===== src/rtl/axil_pkg.sv =====
// rtl/axil_pkg.sv - shared constants, state encoding and helpers for the AXI4-Lite master engine
package axil_pkg;

  localparam int unsigned AXIL_DATA_WIDTH_DEF = 32;
  localparam int unsigned AXIL_ADDR_WIDTH_DEF = 32;
  localparam int unsigned AXIL_TIMEOUT_DEF    = 1024;

  localparam logic [1:0] OKAY   = 2'd0;
  localparam logic [1:0] EXOKAY = 2'd1;
  localparam logic [1:0] SLVERR = 2'd2;
  localparam logic [1:0] DECERR = 2'd3;

  typedef enum logic [2:0] {
    ST_IDLE         = 3'd0,
    ST_WR_ADDR_DATA = 3'd1,
    ST_WR_RESP      = 3'd2,
    ST_RD_ADDR      = 3'd3,
    ST_RD_DATA      = 3'd4,
    ST_RESPOND      = 3'd5
  } axil_state_e;

  // States in which the engine is waiting on the slave and the watchdog runs.
  function automatic logic is_wait_state(input axil_state_e s);
    return (s != ST_IDLE) && (s != ST_RESPOND);
  endfunction

endpackage


===== src/rtl/axil_timeout_counter.sv =====
// rtl/axil_timeout_counter.sv - saturating cycle counter with a sticky expired flag
module axil_timeout_counter #(
  parameter int unsigned LIMIT = 1024
) (
  input  logic clk_i,
  input  logic rst_i,
  input  logic clear_i,
  input  logic enable_i,
  output logic expired_o
);

  localparam int unsigned CW = (LIMIT > 1) ? $clog2(LIMIT) : 1;
  localparam logic [CW-1:0] LAST = CW'(LIMIT - 1);

  logic [CW-1:0] cnt_q, cnt_d;
  logic          expired_q, expired_d;

  // The count saturates at LAST; the flag is set on the LIMIT-th enabled cycle.
  always_comb begin
    cnt_d     = cnt_q;
    expired_d = expired_q;
    if (enable_i && (cnt_q == LAST)) begin
      expired_d = 1'b1;
    end
    if (clear_i) begin
      cnt_d = '0;
    end else if (enable_i && (cnt_q != LAST)) begin
      cnt_d = cnt_q + 1'b1;
    end
  end

  always_ff @(posedge clk_i) begin
    if (rst_i) begin
      cnt_q     <= '0;
      expired_q <= 1'b0;
    end else begin
      cnt_q     <= cnt_d;
      expired_q <= expired_d;
    end
  end

  assign expired_o = expired_q;

endmodule


===== src/rtl/axil_master_engine.sv =====
// rtl/axil_master_engine.sv - single-outstanding AXI4-Lite master driven by a command/response handshake
// Optional slave-stall watchdog enabled by defining AXIL_MASTER_TIMEOUT_EN.
module axil_master_engine
  import axil_pkg::*;
#(
  parameter int unsigned AXI_DATA_WIDTH = AXIL_DATA_WIDTH_DEF,
  parameter int unsigned AXI_ADDR_WIDTH = AXIL_ADDR_WIDTH_DEF,
  parameter int unsigned TIMEOUT_CYCLES = AXIL_TIMEOUT_DEF
) (
  input  logic                          AXI_ACLK,
  input  logic                          AXI_ARESET,
  input  logic                          CMD_VALID,
  output logic                          CMD_READY,
  input  logic                          CMD_WRITE,
  input  logic [AXI_ADDR_WIDTH-1:0]     CMD_ADDR,
  input  logic [AXI_DATA_WIDTH-1:0]     CMD_WDATA,
  output logic                          RSP_VALID,
  input  logic                          RSP_READY,
  output logic [AXI_DATA_WIDTH-1:0]     RSP_DATA,
  output logic [1:0]                    RSP_RESP,
  output logic                          TIMEOUT,
  output logic [AXI_ADDR_WIDTH-1:0]     M_AXI_AWADDR,
  output logic                          M_AXI_AWVALID,
  input  logic                          M_AXI_AWREADY,
  output logic [2:0]                    M_AXI_AWPROT,
  output logic [AXI_DATA_WIDTH-1:0]     M_AXI_WDATA,
  output logic [AXI_DATA_WIDTH/8-1:0]   M_AXI_WSTRB,
  output logic                          M_AXI_WVALID,
  input  logic                          M_AXI_WREADY,
  input  logic [1:0]                    M_AXI_BRESP,
  input  logic                          M_AXI_BVALID,
  output logic                          M_AXI_BREADY,
  output logic [AXI_ADDR_WIDTH-1:0]     M_AXI_ARADDR,
  output logic                          M_AXI_ARVALID,
  input  logic                          M_AXI_ARREADY,
  output logic [2:0]                    M_AXI_ARPROT,
  input  logic [AXI_DATA_WIDTH-1:0]     M_AXI_RDATA,
  input  logic [1:0]                    M_AXI_RRESP,
  input  logic                          M_AXI_RVALID,
  output logic                          M_AXI_RREADY
);

  axil_state_e               state_q, state_d;
  logic                      awvalid_q, awvalid_d;
  logic                      wvalid_q, wvalid_d;
  logic                      arvalid_q, arvalid_d;
  logic [AXI_ADDR_WIDTH-1:0] addr_q, addr_d;
  logic [AXI_DATA_WIDTH-1:0] wdata_q, wdata_d;
  logic [AXI_DATA_WIDTH-1:0] rsp_data_q, rsp_data_d;
  logic [1:0]                rsp_resp_q, rsp_resp_d;

  always_comb begin
    state_d    = state_q;
    awvalid_d  = awvalid_q;
    wvalid_d   = wvalid_q;
    arvalid_d  = arvalid_q;
    addr_d     = addr_q;
    wdata_d    = wdata_q;
    rsp_data_d = rsp_data_q;
    rsp_resp_d = rsp_resp_q;
    case (state_q)
      ST_IDLE: begin
        if (CMD_VALID) begin
          addr_d  = CMD_ADDR;
          wdata_d = CMD_WDATA;
          if (CMD_WRITE) begin
            awvalid_d = 1'b1;
            wvalid_d  = 1'b1;
            state_d   = ST_WR_ADDR_DATA;
          end else begin
            arvalid_d = 1'b1;
            state_d   = ST_RD_ADDR;
          end
        end
      end
      // AW and W retire independently; leave once neither is still pending.
      ST_WR_ADDR_DATA: begin
        if (M_AXI_AWREADY) awvalid_d = 1'b0;
        if (M_AXI_WREADY)  wvalid_d  = 1'b0;
        if (!awvalid_d && !wvalid_d) state_d = ST_WR_RESP;
      end
      ST_WR_RESP: begin
        if (M_AXI_BVALID) begin
          rsp_resp_d = M_AXI_BRESP;
          rsp_data_d = '0;
          state_d    = ST_RESPOND;
        end
      end
      ST_RD_ADDR: begin
        if (M_AXI_ARREADY) begin
          arvalid_d = 1'b0;
          state_d   = ST_RD_DATA;
        end
      end
      ST_RD_DATA: begin
        if (M_AXI_RVALID) begin
          rsp_resp_d = M_AXI_RRESP;
          rsp_data_d = M_AXI_RDATA;
          state_d    = ST_RESPOND;
        end
      end
      ST_RESPOND: begin
        if (RSP_READY) state_d = ST_IDLE;
      end
      default: state_d = ST_IDLE;
    endcase
  end

  always_ff @(posedge AXI_ACLK) begin
    if (AXI_ARESET) begin
      state_q    <= ST_IDLE;
      awvalid_q  <= 1'b0;
      wvalid_q   <= 1'b0;
      arvalid_q  <= 1'b0;
      addr_q     <= '0;
      wdata_q    <= '0;
      rsp_data_q <= '0;
      rsp_resp_q <= OKAY;
    end else begin
      state_q    <= state_d;
      awvalid_q  <= awvalid_d;
      wvalid_q   <= wvalid_d;
      arvalid_q  <= arvalid_d;
      addr_q     <= addr_d;
      wdata_q    <= wdata_d;
      rsp_data_q <= rsp_data_d;
      rsp_resp_q <= rsp_resp_d;
    end
  end

  assign CMD_READY     = (state_q == ST_IDLE);
  assign RSP_VALID     = (state_q == ST_RESPOND);
  assign RSP_DATA      = rsp_data_q;
  assign RSP_RESP      = rsp_resp_q;
  assign M_AXI_AWADDR  = addr_q;
  assign M_AXI_AWVALID = awvalid_q;
  assign M_AXI_AWPROT  = 3'b000;
  assign M_AXI_WDATA   = wdata_q;
  assign M_AXI_WSTRB   = '1;
  assign M_AXI_WVALID  = wvalid_q;
  assign M_AXI_BREADY  = (state_q == ST_WR_RESP);
  assign M_AXI_ARADDR  = addr_q;
  assign M_AXI_ARVALID = arvalid_q;
  assign M_AXI_ARPROT  = 3'b000;
  assign M_AXI_RREADY  = (state_q == ST_RD_DATA);

`ifdef AXIL_MASTER_TIMEOUT_EN
  logic to_clear;
  logic to_enable;

  // Restart the count on every entry into a slave-wait state.
  assign to_clear  = is_wait_state(state_d) && (state_d != state_q);
  assign to_enable = is_wait_state(state_q);

  axil_timeout_counter #(
    .LIMIT (TIMEOUT_CYCLES)
  ) u_timeout (
    .clk_i     (AXI_ACLK),
    .rst_i     (AXI_ARESET),
    .clear_i   (to_clear),
    .enable_i  (to_enable),
    .expired_o (TIMEOUT)
  );
`else
  // Watchdog compiled out; the limit parameter stays so both builds share one interface.
  localparam bit TIMEOUT_LIMIT_SET = (TIMEOUT_CYCLES != 0);
  assign TIMEOUT = 1'b0 & TIMEOUT_LIMIT_SET;
`endif

endmodule


===== config.mk =====
export PLATFORM = sky130hd
export DESIGN_NAME = axil_master_engine
export DESIGN_NICKNAME = d
export VERILOG_FILES = /design/src/rtl/axil_pkg.sv /design/src/rtl/axil_timeout_counter.sv /design/src/rtl/axil_master_engine.sv
export SDC_FILE = /design/constraint.sdc
export NUM_CORES = 1
export LEC_CHECK = 0
export CAP_MARGIN = 0
export CELL_PAD_IN_SITES_DETAIL_PLACEMENT = 1
export CELL_PAD_IN_SITES_GLOBAL_PLACEMENT = 2
export CORE_MARGIN = 2
export CORE_UTILIZATION = 21
export CTS_BUF_LIST = sky130_fd_sc_hd__clkbuf_2
export DETAILED_ROUTE_END_ITERATION = 8
export GPL_TIMING_DRIVEN = 0
export PLACE_DENSITY = 0.9
export SYNTH_ARGS = -nofsm -noshare
export SYNTH_HDL_FRONTEND = slang
export SYNTH_SLANG_ARGS = --single-unit

===== constraint.sdc =====
create_clock -name AXI_ACLK -period 3.3 [get_ports AXI_ACLK]
set_input_delay 0.495 -clock AXI_ACLK [delete_from_list [all_inputs] [get_ports AXI_ACLK]]
set_output_delay 0.495 -clock AXI_ACLK [all_outputs]
set_load 0.005 [all_outputs]

Word level (Yosys, flattened, before mapping)
Cells that the tools add are included.
{"block": "word_totals", "regBits": 104, "inputBits": 110, "output_inout_bits": 148, "elab_cells": 59}
{"block": "op_classes", "n_eq_ne": 13, "n_mux": 26, "n_reduce_logical": 12}
{"operator": "$mux W32", "count": 2}
{"operator": "$pmux W32 S2", "count": 1}
{"operator": "$mux W3", "count": 6}
{"operator": "$pmux W3 S6", "count": 1}
{"operator": "$ne A2 B2 Y1 const B", "count": 6}
{"operator": "$mux W1", "count": 9}
{"operator": "$eq A3 B2 Y1 const B", "count": 2}
{"operator": "$eq A3 B3 Y1 const B", "count": 2}
{"operator": "$mux W2", "count": 3}
{"operator": "$pmux W1 S2", "count": 3}
{"operator": "$reduce_and A3 Y1", "count": 2}
{"operator": "$reduce_and A6 Y1", "count": 1}
{"operator": "$reduce_bool A2 Y1", "count": 3}
{"operator": "$ne A2 B1 Y1 const B", "count": 2}
{"operator": "$pmux W2 S2", "count": 1}
{"operator": "$reduce_and A4 Y1", "count": 1}
{"operator": "$eq A3 B1 Y1 const B", "count": 1}
{"operator": "$logic_not A3 Y1", "count": 1}
{"operator": "$logic_not A1 Y1", "count": 2}
{"operator": "$reduce_and A2 Y1", "count": 1}
{"operator": "$logic_and A1 B1 Y1", "count": 1}

Depth between registers and ports, before layout
{"block": "depth", "ltp_word": 6, "ltp_mapped": 7, "mapped_depth_nobuf": 4}

Worst setup path before layout
Ideal clock, no wire load.
{"block": "synth_path", "kind": "input to register", "startpoint": "in CMD_VALID", "endpoint": "reg addr_q[11], in the netlist M_AXI_ARADDR[11]", "setup_ns": 0.132, "arrival_time_ns": 1.401, "required_ns": 3.168, "path_slack_ns": 1.767, "stages": 5, "path_buffers": 2, "cell_sequence": "or4b_4 > buf_6 > clkbuf_1 > nand2_1 > a21oi_1"}
{"block": "synth_via", "elab_chain_len": 1}
{"item": "start, declared", "line": "axil_master_engine.sv:12", "text": "input logic CMD_VALID,"}
{"item": "$reduce_and A2 Y1 (no line)"}
{"item": "end signal, assigned", "line": "axil_master_engine.sv:124", "text": "addr_q <= addr_d;"}
{"item": "end, declared", "line": "axil_master_engine.sv:47", "text": "logic [AXI_ADDR_WIDTH-1:0] addr_q, addr_d;"}
No other way between the ends.
A chain may end at the register's enable or synchronous reset.

Final worst setup path
{"block": "layout_path", "startpoint": "reg state_q[0]", "endpoint": "out RSP_VALID"}
{"block": "layout_via", "elab_chain_len": 1}
{"item": "start, declared", "line": "axil_master_engine.sv:43", "text": "axil_state_e state_q, state_d;"}
{"item": "start signal, assigned", "line": "axil_master_engine.sv:120", "text": "state_q <= state_d;"}
{"item": "$eq A3 B3 Y1", "line": "axil_master_engine.sv:132", "text": "assign RSP_VALID = (state_q == ST_RESPOND);"}
{"item": "end, declared", "line": "axil_master_engine.sv:17", "text": "output logic RSP_VALID,"}
No other way between the ends.

==> results by group <==
Critical path
  – CP startpoint kind: flip-flop
  – Critical Path Slowest Stage Cell: clkdlybuf4s50_1
  – Worst EP required: roughly 2800 ps
  – Critical path class: reg -> out
  – Crit end category: output pin
  – CP arrival: 2130 ps
  – Crit Path Max Fanout: 10
  – Crit-path max cell delay: around 560 ps
  – Flop-to-flop setup slack: 1570 ps
  – Crit path cell chain: buf_2 -> inv_1 -> nor3b_1 -> clkdlybuf4s50_1

Pwr
  – Pwr dens: 571.2 nW/um^2
  – Static Leakage: ~2.6 nW
  – Worst VDD drop: around 0.00019 V

Drt
  – WL final: ~15 mm
  – Total iterations of the first detailed-routing run: 4
  – DRC: 0
  – Via count: around 4200
  – Drt wl/cell: ~15 um
  – Drt first-iter violations: 96
  – Vias per std cell: around 4.1
  – Routed Antenna Nets: 0

Die
  – Top Ports: 258
  – Initial Util: a little over a fifth
  – Rows: 51
  – Die Ht: 143.9 um
  – Die X: about 140 um
  – Core footprint: 19330 um^2
  – Die area: just over 20000 um^2

Synth
  – Syn_area_per_cell: 8.408 um^2
  – Post-synth top area share: roughly half
  – Yosys top cell by area: dfxtp_1
  – Distinct cells, synth: 30
  – Largest cells by area after synthesis: dfxtp_1, nand2_1, buf_4, a21oi_1, a22oi_1
  – FF+latch count, synth: around 100
  – Mapped Area: 4111 um^2
  – Seq/Total Area, Yosys: 50.64%
  – Ys Warns: 0
  – Cell count after synthesis: ~500

Clock network
  – Clock Root Buffer: clkbuf_2
  – Post-CTS setup buffer count: 0
  – CTS H-tree depth: 3
  – Hold_buf cts: 0
  – Gates resized, CTS repair: 0
  – Clock sink count: approximately 100
  – CTS Buf Count: 9
  – Later-pin clock latency in the skew report: about 600 ps
  – Max clock buf depth: 2
  – CTS tree: built
  – CTS clk-pin slew, worst paths: 290 ps

Timing
  – Final setup viols: 0
  – Fmax: roughly 0.38 GHz
  – Hold Slack: around 400 ps
  – Slew HR: about three fifths
  – RSZ-0062 raised after global routing: false
  – Final hold violations: 0
  – Slew @ Worst Pin: between 600 and 700 ps
  – Setup_tns: 0 ps
  – Fin crit share: between 70% and 80%
  – Layout Skew: just over 20 ps
  – Final Critical Period: approximately 2600 ps
  – Fin. max-slew vios: 0

Placed design
  – GPL Wtd Cong: approximately 0.73
  – Port Buffers: 245
  – Dpl cell area: around 7000 um^2
  – Final HPWL DP: approximately 12 mm

Global routing
  – Gr usage total: roughly 14%
  – Total gr overflow: 0
  – Initial antenna violation count: 3
  – Pin count of the biggest net entering global routing: 18
  – Global-route wire length before repair: ~22 mm
  – Vias in the first global route: approximately 4100

Final layout
  – Share of cells above drive strength 1: 10.67%
  – Most frequent cells in the layout: clkdlybuf4s50_1, nand2_1, dfxtp_1
  – Layout Utilization: a little over a third
  – Fin area: roughly 7000 um^2
  – Most common cell after layout, fill and taps aside: clkdlybuf4s50_1
  – Area grow syn2layout: 71.49%
  – # nets final: around 860
  – Fill cells: around 2300

Worst hold path
  – Worst Hold Class: in -> reg

Status
  – Status: complete, no violations

Job
  – MaxCap Viol Count: 0
-- final cells by class --
cell class	instances	area, um^2	area share [%]
inverters	3	11.26	0.1597
plain buffers	79	526.8	7.471
clock inverters	7	71.32	1.012
clock buffers	9	45.04	0.6389
multi-input cells	312	1525	21.63
diodes	2	5.005	0.07098
well taps	265	331.6	4.703
repair buffers	245	2452	34.78
flip-flops and latches	104	2082	29.53
-- state kept, by name, indices dropped and copies added (netlist names) --
name / cells
RSP_RESP: 2
M_AXI_ARADDR: 32
M_AXI_WVALID: 1
state_q: 3
M_AXI_ARVALID: 1
M_AXI_AWVALID: 1
RSP_DATA: 32
M_AXI_WDATA: 32
-- routing by layer --
| layer | track usage [%] | share of wire, % | vias to the layer above |
|---|---|---|---|
| li1 | - | - | 2090 |
| met1 | 16.46 | 42 | 1982 |
| met2 | 23.78 | 47 | 158 |
| met3 | 5.432 | 9.0 | 16 |
| met4 | 4.334 | 1.6 | 2 |
| met5 | 0 | 0.087 | - |
-- per-stage QoR --
step / instances / worst slack (ps) / power [mW]
detailed placement: 1008 / 994.1 / 3.469
global route: 1026 / 410.6 / 4.362
finish: 1026 / 673.3 / 4.027
global placement: 1008 / 998.5 / 3.441
floorplan: 498 / 1767 / 2.463
CTS: 1024 / 544.7 / 4.132
-- power by group --
part / leakage [nW] / internal, mW / total (mW) / switching, mW
Combinational: 1.72 / 1.01 / 1.78 / 0.769
Clock: 0.0659 / 0.175 / 0.625 / 0.450
Sequential: 0.848 / 1.48 / 1.62 / 0.141
-- critical path: cells and delay by family (launching register included) --
kind                   cells  cell delay, ps
flip-flops                 1             420
AND/OR/NAND/NOR            1             190
buffers and inverters      3             930
-- logic make-up (layout without fill, tap and decap cells) --
| group | after synthesis | count (layout) | synth area share (%) |
|---|---|---|---|
| compound gates | 110 | 110 | 16.16 |
| buf+inv | 82 | 343 | 13.09 |
| flops | 104 | 104 | 50.64 |
| mux | 7 | 7 | 1.765 |
| other cells | 2 | 13 | 0.1827 |
| simple gates | 184 | 184 | 18.17 |
-- cells in the mapped netlist --
cell type,count
o31ai_1,1
nor3_1,1
nand3b_1,1
nor2_1,39
mux2i_1,5
a311oi_1,1
nand2b_1,2
buf_6,6
and2_1,3
o21ai_0,2
buf_4,47
a21oi_1,68
and3b_1,2
o21bai_1,1
dfxtp_1,104
o21ai_2,1
or4b_4,1
a22oi_1,33
inv_1,3
conb_1,2
buf_2,7
nor3b_1,2
a211o_1,1
a221oi_1,1
nor2b_1,1
nor3b_2,1
o41ai_2,1
clkbuf_1,19
nand2_1,131
mux2_2,2
-- worst paths after layout --
check | from | to | cells past startpoint
setup / recovery | state_q[0]$_SDFFE_PP0P_ | RSP_VALID | 4
hold / removal | CMD_ADDR[27] | M_AXI_ARADDR[27]$_SDFFE_PP0P_ | 3
setup reg to reg | state_q[1]$_SDFFE_PP0P_ | RSP_DATA[12]$_SDFFE_PP0P_ | 6
hold reg to reg | M_AXI_WDATA[5]$_SDFFE_PP0P_ | M_AXI_WDATA[5]$_SDFFE_PP0P_ | 2
Power figures use the tool's default switching activity.
